## config.mk

```make
export PLATFORM = sky130hd
export DESIGN_NAME = risc8_regs_mp
export DESIGN_NICKNAME = d
export VERILOG_FILES = /design/src/rtl/risc8_regs_pkg.sv /design/src/rtl/risc8_regs_bank.sv /design/src/rtl/risc8_regs_mp.sv
export SDC_FILE = /design/constraint.sdc
export NUM_CORES = 1
export LEC_CHECK = 0
export ABC_AREA = 1
export BUFFER_PORTS_ARGS = -buffer_cell sky130_fd_sc_hd__buf_2
export CAP_MARGIN = 20
export CELL_PAD_IN_SITES_DETAIL_PLACEMENT = 2
export CELL_PAD_IN_SITES_GLOBAL_PLACEMENT = 2
export CORE_MARGIN = 5
export CORE_UTILIZATION = 35
export DETAILED_ROUTE_END_ITERATION = 8
export HOLD_SLACK_MARGIN = 0.08
export PLACE_DENSITY_LB_ADDON = 0.1
export SLEW_MARGIN = 25
export SYNTH_ARGS = -nofsm -noshare
export SYNTH_HDL_FRONTEND = slang
export SYNTH_SLANG_ARGS = --single-unit
```

## constraint.sdc

```tcl
create_clock -name clk -period 2.5 [get_ports clk]
set_input_delay 0.75 -clock clk [delete_from_list [all_inputs] [get_ports clk]]
set_output_delay 0.75 -clock clk [all_outputs]
set_load 0.01 [all_outputs]
```

## src/rtl/risc8_regs_pkg.sv

```systemverilog
// Shared encodings for the multi-port 8-bit register file: per-byte read
// source selects and the clear/run sequencer states.
package risc8_regs_pkg;

  typedef enum logic [2:0] {
    SRC_RAM_LO = 3'd0,
    SRC_RAM_HI = 3'd1,
    SRC_BYP_LO = 3'd2,
    SRC_BYP_HI = 3'd3,
    SRC_ZERO   = 3'd4
  } src_e;

  typedef enum logic {
    ST_CLEAR = 1'b0,
    ST_RUN   = 1'b1
  } state_e;

  // A byte write always forwards the low half of Rd, whatever its byte index.
  function automatic src_e byte_src(input logic idx, input logic hit, input logic word_wr);
    if (hit) return (word_wr && idx) ? SRC_BYP_HI : SRC_BYP_LO;
    return idx ? SRC_RAM_HI : SRC_RAM_LO;
  endfunction

endpackage

```

## src/rtl/risc8_regs_bank.sv

```systemverilog
// One word-wide synchronous RAM bank with per-byte write enables and a
// registered read port.
module risc8_regs_bank #(
  parameter int DW    = 8,
  parameter int WORDS = 16,
  parameter int WAW   = $clog2(WORDS)
) (
  input  logic            clk,
  input  logic [1:0]      we,
  input  logic [WAW-1:0]  waddr,
  input  logic [2*DW-1:0] wdata,
  input  logic [WAW-1:0]  raddr,
  output logic [2*DW-1:0] rdata
);

  logic [2*DW-1:0] mem [WORDS];

  always_ff @(posedge clk) begin
    for (int i = 0; i < 2; i++) begin
      if (we[i]) mem[waddr][i*DW +: DW] <= wdata[i*DW +: DW];
    end
    rdata <= mem[raddr];
  end

endmodule

```

## src/rtl/risc8_regs_mp.sv

```systemverilog
// Multi-port register file: one pair-capable A port and NB byte B ports over
// duplicated RAM banks, with write bypass and a self-clearing start-up.
module risc8_regs_mp
  import risc8_regs_pkg::*;
#(
  parameter int DW    = 8,
  parameter int NREGS = 32,
  parameter int NB    = 1,
  parameter int AW    = $clog2(NREGS)
) (
  input  logic            clk,
  input  logic            reset,
  input  logic [AW-1:0]   a,
  input  logic [NB*AW-1:0] b,
  output logic [2*DW-1:0] Ra,
  output logic [NB*DW-1:0] Rb,
  input  logic            write,
  input  logic            write_word,
  input  logic [AW-1:0]   d,
  input  logic [2*DW-1:0] Rd,
  output logic            ready
);

  localparam int WAW   = AW - 1;
  localparam int WORDS = NREGS / 2;

  state_e          state, state_nx;
  logic [WAW-1:0]  clr_cnt, clr_cnt_nx;
  logic            run_wr;
  logic [1:0]      bank_we;
  logic [WAW-1:0]  bank_waddr;
  logic [2*DW-1:0] bank_wdata;
  logic [WAW-1:0]  bank_raddr [NB+1];
  logic [2*DW-1:0] bank_rdata [NB+1];
  logic [2*DW-1:0] rd_hold;
  src_e            sel_a_lo, sel_a_hi, sel_a_lo_nx, sel_a_hi_nx;
  src_e            sel_b [NB];
  src_e            sel_b_nx [NB];

  function automatic logic wr_hit(input logic en, input logic ww,
                                  input logic [AW-1:0] wa, input logic [AW-1:0] ra);
    return en && (wa[AW-1:1] == ra[AW-1:1]) && (ww || (wa[0] == ra[0]));
  endfunction

  function automatic logic [DW-1:0] pick(input src_e s, input logic [2*DW-1:0] ram,
                                         input logic [2*DW-1:0] hold);
    case (s)
      SRC_RAM_LO: return ram[DW-1:0];
      SRC_RAM_HI: return ram[2*DW-1:DW];
      SRC_BYP_LO: return hold[DW-1:0];
      SRC_BYP_HI: return hold[2*DW-1:DW];
      default:    return '0;
    endcase
  endfunction

  always_ff @(posedge clk or negedge reset) begin
    if (!reset) begin
      state   <= ST_CLEAR;
      clr_cnt <= '0;
    end else begin
      state   <= state_nx;
      clr_cnt <= clr_cnt_nx;
    end
  end

  // Clearing owns the write port; reset also blocks RAM writes so a collision drops the write.
  always_comb begin
    state_nx   = state;
    clr_cnt_nx = clr_cnt;
    run_wr     = 1'b0;
    bank_we    = 2'b00;
    bank_waddr = d[AW-1:1];
    bank_wdata = Rd;
    case (state)
      ST_CLEAR: begin
        bank_we    = 2'b11;
        bank_waddr = clr_cnt;
        bank_wdata = '0;
        clr_cnt_nx = clr_cnt + WAW'(1);
        if (clr_cnt == WAW'(WORDS - 1)) begin
          state_nx   = ST_RUN;
          clr_cnt_nx = '0;
        end
      end
      default: begin
        run_wr = write;
        if (write) begin
          bank_we    = write_word ? 2'b11 : (d[0] ? 2'b10 : 2'b01);
          bank_wdata = write_word ? Rd : {2{Rd[DW-1:0]}};
        end
      end
    endcase
    if (!reset) bank_we = 2'b00;
  end

  always_comb begin
    sel_a_lo_nx = SRC_ZERO;
    sel_a_hi_nx = SRC_ZERO;
    for (int i = 0; i < NB; i++) sel_b_nx[i] = SRC_ZERO;
    if (state == ST_RUN) begin
      sel_a_lo_nx = byte_src(a[0], wr_hit(run_wr, write_word, d, a), write_word);
      sel_a_hi_nx = byte_src(~a[0], wr_hit(run_wr, write_word, d, {a[AW-1:1], ~a[0]}),
                             write_word);
      for (int i = 0; i < NB; i++) begin
        sel_b_nx[i] = byte_src(b[i*AW], wr_hit(run_wr, write_word, d, b[i*AW +: AW]),
                               write_word);
      end
    end
  end

  always_ff @(posedge clk or negedge reset) begin
    if (!reset) begin
      sel_a_lo <= SRC_ZERO;
      sel_a_hi <= SRC_ZERO;
      for (int i = 0; i < NB; i++) sel_b[i] <= SRC_ZERO;
      rd_hold  <= '0;
    end else begin
      sel_a_lo <= sel_a_lo_nx;
      sel_a_hi <= sel_a_hi_nx;
      for (int i = 0; i < NB; i++) sel_b[i] <= sel_b_nx[i];
      if (run_wr) rd_hold <= Rd;
    end
  end

  assign bank_raddr[0] = a[AW-1:1];

  genvar g;
  generate
    for (g = 0; g < NB; g++) begin : g_braddr
      assign bank_raddr[g+1] = b[g*AW+1 +: WAW];
      assign Rb[g*DW +: DW]  = pick(sel_b[g], bank_rdata[g+1], rd_hold);
    end
    for (g = 0; g <= NB; g++) begin : g_bank
      risc8_regs_bank #(.DW(DW), .WORDS(WORDS), .WAW(WAW)) u_bank (
        .clk   (clk),
        .we    (bank_we),
        .waddr (bank_waddr),
        .wdata (bank_wdata),
        .raddr (bank_raddr[g]),
        .rdata (bank_rdata[g])
      );
    end
  endgenerate

  assign Ra    = {pick(sel_a_hi, bank_rdata[0], rd_hold), pick(sel_a_lo, bank_rdata[0], rd_hold)};
  assign ready = (state == ST_RUN);

endmodule
```

# Word-level counts from Yosys, hierarchy flattened
# Memory sizes are Yosys's and may differ from the RTL's. A register that Yosys moved wholly into a read port is not among the register bits.
# Index checks and enable logic that the tools add are counted.
# W data, S select, Z words.
# totals
memories,2
latchBits,0
ramBits,512
mem_bits_ro,0
inputBits,35
word_cells,80
out_inout_bits,25
register_bits,30
# mem_list
name,words,width,rd,rd_ports_with_merged_regs,wr,line,text
g_bank[0].u_bank.mem,16,16,1,1,1,risc8_regs_bank.sv:16,logic [2*DW-1:0] mem [WORDS];
g_bank[1].u_bank.mem,16,16,1,1,1,risc8_regs_bank.sv:16,
# op_classes
reduce_logical,14
mux,41
n_mul,0
n_div,0
n_shift,0
addsub,1
bitwise_logic,1
n_eq_ne,15
order_cmp,0
# op_table
cell,n
$pmux W8 S4,3
$mux W16,3
$mux W3,9
$mux W1,19
$eq A3 B2 Y1 const B,6
$mux W2,5
$eq A3 B1 Y1 const B,3
$logic_not A3 Y1,3
$eq A4 B4 Y1,2
$logic_and A1 B1 Y1,8
$mux W4,2
$add A4 B1 Y4 const B,1
$eq A4 B4 Y1 const B,1
$eq A1 B1 Y1,3
$logic_or A1 B1 Y1,3
$not A1 Y1,1

# Logic depth before layout (Yosys ltp)
# Gate-level depths: netlist (run 1).
# logic_depth
word_depth,8
ltp_mapped,9
ltp_nobuf,8

# Hierarchy
# Synthesis (run 1) repeated with hierarchy kept, for this count alone.
# hier_totals
cells_unflattened,2563
area_unflattened_um2,25326.8
# modules_own_cells
mod,n_inst,seq_area_each_um2,cells_per_inst,area_per_inst_um2
risc8_regs_bank,2,8007.7,1108,11522.3
risc8_regs_mp,1,701.9,347,2282.2

# Least setup slack after synthesis (run 1)
# Ideal clock, no wire load.
# synth_timing
kind,input to register
startpoint,in d[2]
endpoint,"mem g_bank[0].u_bank.mem[12][0] (netlist name), enable pin"
cell_stages,7
path_buffers,0
arrival_time_ns,1.685
setup_ns,0.370
path_slack_ns,0.445
cell_sequence,inv_1 > nand2_1 > o21ai_1 > inv_1 > nor2_1 > nand2_1 > nor2_1
# synth_via
elab_chain_cells,1
# synth_rtl
item,line,text
"start, declared",risc8_regs_mp.sv:19,"input logic [AW-1:0] d,"
$mux W4,risc8_regs_mp.sv:74,case (state)
"end, declared",risc8_regs_bank.sv:16,
# No other way between the ends.

==> results of run 1 <==
[cell usage in the layout, fill, tap and decap left out, types with 4 or more instances in the layout]
cell,n
o2111ai_2,13
clkbuf_1,11
inv_2,11
nand3_2,25
a22oi_2,8
nor2_1,69
dfxtp_1,32
nand2_1,591
nor3_4,4
nand3_4,13
inv_1,264
clkinv_1,13
nand3_1,382
clkinv_2,4
buf_4,82
buf_12,17
clkbuf_16,42
a21oi_1,12
dfrtp_1,25
nor2_4,5
buf_2,47
edfxtp_1,256
o21ai_0,17
nand2_2,8
buf_6,19
o211ai_1,64
[routing by layer]
metal | vias to the layer above | global-route usage, %
li1 | 6607 | -
met1 | 7547 | 33.7
met2 | 337 | 47.5
met3 | 163 | 3.70
met4 | 2 | 11.6
met5 | - | 0
[registers in the layout, indices dropped and copies added (netlist names)]
signal               flops
sel_b                    2
sel_a_lo                 2
sel_a_hi                 3
g_bank.u_bank.rdata     32
g_bank.u_bank.mem      256
ready                    1
rd_hold                 16
clr_cnt                  4
[tightest hold or removal path, cell delays in order]
cell and delay (ns):
buf_2 0.09, nand2_1 0.05, nand2_1 0.05
[cell families after synthesis]
logic type	share of synthesized area [%]
XOR/XNOR	0.214
adder cells (fa/ha/maj)	0.0765
buffers and inverters	10.1
AO/OA/AOI/OAI	5.38
flip-flops	55.2
AND/OR/NAND/NOR	29.0
[through the flow]
stage / TNS (ns) / setup WS, ns / util, % / std cells
after global placement: 0 / 0.104 / 38.2 / 2587
after global routing: -6.68 / -0.329 / 42.6 / 2674
after floorplan: 0 / 0.445 / - / 1946
after detailed placement: 0 / 0.0276 / 38.2 / 2587
final: -5.84 / -0.296 / 42.6 / 2674
after CTS: -4.79 / -0.240 / 41.9 / 2672
[what timing repair did]
item / 4_1_cts / 5_1_grt
gates cloned: 0 / 1
pin swaps: 21 / 11
buffers inserted: 15 / 1
endpoints found under the hold margin: 5 / 0
hold buffers: 1 / 0
setup endpoints to repair: 24 / 24
gates resized for setup: 74 / 42
[final timing paths]
| path | from | end | slack (ns) | depth (start not counted) |
|---|---|---|---|---|
| max in group asynchronous | reset | sel_a_hi[2]$_DFF_PN1_ | 1.16 | 3 |
| setup reg to reg | ready$_DFF_PN0_ | g_bank[0].u_bank.mem[1][11]$_DFFE_PP_ | 0.20 | 7 |
| hold reg to reg | clr_cnt[3]$_DFFE_PN0N_ | clr_cnt[3]$_DFFE_PN0N_ | 0.52 | 2 |
| min in group asynchronous | reset | clr_cnt[2]$_DFFE_PN0N_ | 0.66 | 2 |
| hold / removal | Rd[10] | rd_hold[10]$_DFFE_PN0N_ | 0.41 | 3 |
| setup / recovery | sel_a_hi[2]$_DFF_PN1_ | Rb[4] | -0.30 | 5 |
[where the power goes]
part	internal, mW	switching [mW]
Sequential	5.81	0.143
Clock	3.32	2.31
Combinational	0.510	1.10
[final cells by class]
class / instances / share of cell area, %
sequential: 316 / 45.8
multi-input combinational: 1234 / 31.4
timing repair buffer: 168 / 7.38
clock buffer: 53 / 5.48
inverter: 279 / 5.33
tap: 607 / 3.85
clock inverter: 17 / 0.736
==> results.json, run 1 <==
{
  "syn_area_um2": 16400,
  "finalWeightedCongestion": 0.895,
  "cts_tree": "built",
  "syn_to_final_growth_pct": 20.6,
  "core_um2": 46400,
  "vias_per_cell": 5.48,
  "slew_violations": 0,
  "synth_top_area_share_pct": 47.0,
  "synth_flop_cell": "edfxtp_1",
  "multiInputGateArea_um2": 6200,
  "setup_slack_ns": -0.296,
  "regArea_um2": 9040,
  "die_x_um": 226,
  "worstSetupPathType": "flip-flop to primary output",
  "fin_area_um2": 19700,
  "relSlewSlack_pct": 52.1,
  "hold_violations": 0,
  "drt_wl_total_um": 70100,
  "crit_chain": "nor3_2 > buf_4 > a22oi_2 > nand3_2 > buf_6",
  "ys_types": 34,
  "dr.max_layer_used": "met5",
  "synth_nets": 1982,
  "grt.total_usage_pct": 27.1,
  "ant_nets": 0,
  "port_buffers": 59,
  "dr.pass1.iters": 5,
  "ys_seq_elements": 316,
  "cts_inserted_buffers": 40,
  "overflow": 0,
  "finalNetCount": 2075,
  "period_needed_ns": 2.80,
  "io_pins": 60,
  "yosysWarningCount": 0,
  "synth_seq_area_share_pct": 55.2,
  "fin_crit_sh_pct": 112,
  "clockBufferDepth": 3,
  "fmax_ghz": 0.358,
  "drive_above_1_share_pct": 15.5,
  "async_flop_share_pct": 8.86,
  "h-tree-depth": 2,
  "hold_path.class": "input pin to flip-flop",
  "fp.dieH_um": 226,
  "cpPeakStageDelay_ns": 0.72,
  "synth.area.top_cells": "edfxtp_1, nand2_1, nand3_1",
  "insertion_delay_ns": 0.56,
  "via_count": 14700,
  "cp_num_buf_inv": 2,
  "synth_edf_count": 256,
  "slowest_stage": "dfstp_4",
  "postPlaceCellArea_um2": 17700,
  "post-synth-top-count-cell": "nand2_1",
  "clkTransAtPathRegs_ns": 0.06,
  "synth_top_area_cell": "edfxtp_1",
  "skew_ns": 0.0157,
  "antenna_found_initial": 1,
  "initial_core_util_pct": 35.3,
  "diodes": 0,
  "end_kind": "primary output",
  "cts_root_buffer": "clkbuf_16",
  "ir_drop_mv": 0.562,
  "grt_pass1_wl_um": 103000,
  "met2_wirelength_um": 35000,
  "worst_slew_pin_slew_ns": 0.718,
  "crit_family": "flip-flops",
  "drtIter0Drc": 896,
  "path_max_fanout": 8,
  "violations": "setup timing",
  "required_ns": 1.75,
  "yosys-top-cells-count": "nand2_1, nand3_1, inv_1",
  "status": "complete, but fails checks",
  "finalSetupViolations": 24,
  "timing.hold.ws_ns": 0.411,
  "power.leakage_nw": 8.55,
  "grt_pass1_vias": 16300,
  "grt_max_degree": 93,
  "dr_wl_met3_um": 2670,
  "rsz0062_at_grt": "yes",
  "maxCapViolations": 0,
  "syn_inst": 1946,
  "fp-row-count": 79,
  "cellPowerDensity_nw_per_um2": 669,
  "cts.sinks": 316,
  "die_area_um2": 51200,
  "worst-endpoint-arrival_ns": 2.05,
  "p_total_mw": 13.2,
  "avgSynthCellArea_um2": 8.41,
  "start_kind": "flip-flop",
  "m1WireLength_um": 29100,
  "fill_cells": 5072,
  "drc": 0,
  "drt-wirelength-per-cell_um": 26.2,
  "hpwl_um": 46200
}
Note: power is estimated with default switching activity, not from simulation.
==> run 2: changes to the inputs <==
--- a/config.mk
+++ b/config.mk
@@ -10,7 +10,7 @@
 export CAP_MARGIN = 20
 export CELL_PAD_IN_SITES_DETAIL_PLACEMENT = 2
 export CELL_PAD_IN_SITES_GLOBAL_PLACEMENT = 2
-export CORE_MARGIN = 5
+export CORE_MARGIN = 2
 export CORE_UTILIZATION = 35
 export DETAILED_ROUTE_END_ITERATION = 8
 export HOLD_SLACK_MARGIN = 0.08
==> constraint.sdc (replaced) <==
create_clock -name clk -period 2.9 [get_ports clk]
set_input_delay 0.87 -clock clk [delete_from_list [all_inputs] [get_ports clk]]
set_output_delay 0.87 -clock clk [all_outputs]
set_load 0.01 [all_outputs]
==> results.json, run 2 (synthesis results as in run 1) <==
{
  "worstSetupPathType": "flip-flop to primary output",
  "hpwl_um": 45400,
  "h-tree-depth": 2,
  "overflow": 0,
  "layout_commonest_cell": "nand2_1",
  "drtIter0Drc": 955,
  "cp-startpoint": "sel_a_hi[2]$_DFF_PN1_",
  "drt-wirelength-per-cell_um": 26.0,
  "vias_per_cell": 5.45,
  "finalNetCount": 2061,
  "clkPwrFrac_pct": 44.4,
  "p_comb_share_pct": 11.5,
  "finalWeightedCongestion": 0.867,
  "hold_violations": 0,
  "crit_path_end": "Ra[0]",
  "regMostFlops": "g_bank.u_bank.mem",
  "maxCapViolations": 0,
  "path_max_fanout": 8,
  "die_area_um2": 48500,
  "clockBufferDepth": 3,
  "cts_root_buffer": "clkbuf_16",
  "r2r_cells": 7,
  "r2r_slack_ns": 0.48,
  "p_seq_share_pct": 44.1,
  "power_switching_share_pct": 26.7,
  "required_ns": 2.03,
  "fmax_ghz": 0.340,
  "port_buffers": 59,
  "crit_cells": 6,
  "ir_drop_mv": 0.476,
  "grt_max_degree": 86,
  "insertion_delay_ns": 0.58,
  "fp.dieH_um": 220,
  "fp-row-count": 79,
  "slew_violations": 0,
  "cts_inserted_buffers": 39,
  "end_kind": "primary output",
  "hold_path.class": "input pin to asynchronous set/reset pin",
  "setup_slack_ns": -0.0373,
  "layout_common_cells": "nand2_1, nand3_1, inv_1",
  "dr.pass1.iters": 5,
  "power.leakage_nw": 8.46,
  "antenna_found_initial": 2,
  "reg_top3": "g_bank.u_bank.mem x256, g_bank.u_bank.rdata x32, rd_hold x16",
  "drive_above_1_share_pct": 14.5,
  "worstReg2RegEnd": "g_bank[1].u_bank.mem[13][10]$_DFFE_PP_",
  "worst_slew_pin_slew_ns": 0.922,
  "initial_core_util_pct": 35.3,
  "cts.sinks": 316,
  "skew_ns": 0.0190,
  "cpPeakStageDelay_ns": 0.75,
  "cts_tree": "built",
  "grt_pass1_wl_um": 102000,
  "rsz0062_at_grt": "yes",
  "clkTransAtPathRegs_ns": 0.06,
  "ant_nets": 0,
  "fin_crit_sh_pct": 101,
  "drc": 0,
  "crit_chain": "buf_12 > nor3_4 > buf_12 > nand2_2 > o2111ai_2 > buf_2",
  "syn_to_final_growth_pct": 19.2,
  "die_x_um": 220,
  "p_sw_mw": 3.10,
  "grt.total_usage_pct": 28.9,
  "fill_cells": 5074,
  "finalSetupViolations": 16,
  "ctsHoldBuffers": 0,
  "r2r_start": "ready$_DFF_PN0_",
  "drt_wl_total_um": 69300,
  "cpMostUsedCell": "buf_12",
  "violations": "setup timing",
  "status": "complete, but fails checks",
  "relSlewSlack_pct": 38.3,
  "grt_pass1_vias": 16100,
  "worst-endpoint-arrival_ns": 2.07,
  "timing.hold.ws_ns": 0.401,
  "io_pins": 60,
  "cp_num_buf_inv": 3,
  "setup-tns-final_ns": -0.299,
  "crit_family": "flip-flops",
  "largest_reg_flops": 256,
  "power.internal_mw": 8.52,
  "core_um2": 46400,
  "slowest_stage": "dfstp_4",
  "start_kind": "flip-flop",
  "via_count": 14500,
  "period_needed_ns": 2.94,
  "cellPowerDensity_nw_per_um2": 596
}
[run 2: how the worst min path moves through the flow]
stage | from | end | slack (ns)
floorplan | clr_cnt[3]$_DFFE_PN0N_ | clr_cnt[3]$_DFFE_PN0N_ | 0.48
global placement | clr_cnt[3]$_DFFE_PN0N_ | clr_cnt[3]$_DFFE_PN0N_ | 0.50
detailed placement | clr_cnt[3]$_DFFE_PN0N_ | clr_cnt[3]$_DFFE_PN0N_ | 0.52
CTS | reset | sel_a_lo[1]$_DFF_PN0_ | 0.40
global route | reset | sel_a_lo[1]$_DFF_PN0_ | 0.41
finish | reset | rd_hold[9]$_DFFE_PN0N_ | 0.40
[run 2: per-stage QoR]
step | worst slack [ns] | cells | utilization (%) | cell area (um2) | power, mW
floorplan | 0.725 | 1946 | - | 16400 | 5.82
global placement | 0.208 | 2573 | 37.9 | 17600 | 6.41
CTS | -0.0141 | 2652 | 41.5 | 19200 | 11.6
global route | -0.0597 | 2659 | 42.1 | 19500 | 12.0
finish | -0.0373 | 2660 | 42.1 | 19500 | 11.6
detailed placement | 0.186 | 2573 | 37.9 | 17600 | 6.45
[run 2: power by group through the flow]
stage / combinational [mW] / clock [mW] / sequential, mW
floorplan: 0.688 / 0 / 5.13
global placement: 1.22 / 0 / 5.19
detailed placement: 1.25 / 0 / 5.19
CTS: 1.30 / 5.24 / 5.11
global route: 1.44 / 5.39 / 5.12
finish: 1.34 / 5.16 / 5.12
[run 2: layout make-up]
type	instances	area (um2)	area share, %
Antenna cell	1	2.50	0.0128
Clock buffer	52	1060	5.46
Inverter	279	1050	5.41
Tap cell	607	759	3.89
Sequential cell	316	9040	46.3
Clock inverter	16	236	1.21
Multi-Input combinational cell	1234	6030	30.9
Timing Repair Buffer	155	1330	6.80
[run 2: what timing repair did]
| item | 4_1_cts | 5_1_grt |
|---|---|---|
| pin swaps | 16 | 13 |
| gates cloned | 0 | 1 |
| endpoints found under the setup margin | 24 | 24 |
| buffers inserted | 12 | 7 |
| gates resized for setup | 55 | 35 |
[run 2: routing by layer]
| layer | GRT usage, % | wire length, um | vias up |
|---|---|---|---|
| met5 | 0 | 0 | - |
| met1 | 36.1 | 29200 | 7464 |
| met3 | 4.40 | 2780 | 124 |
| li1 | - | - | 6580 |
| met2 | 49.9 | 34400 | 329 |
| met4 | 11.8 | 2870 | 0 |
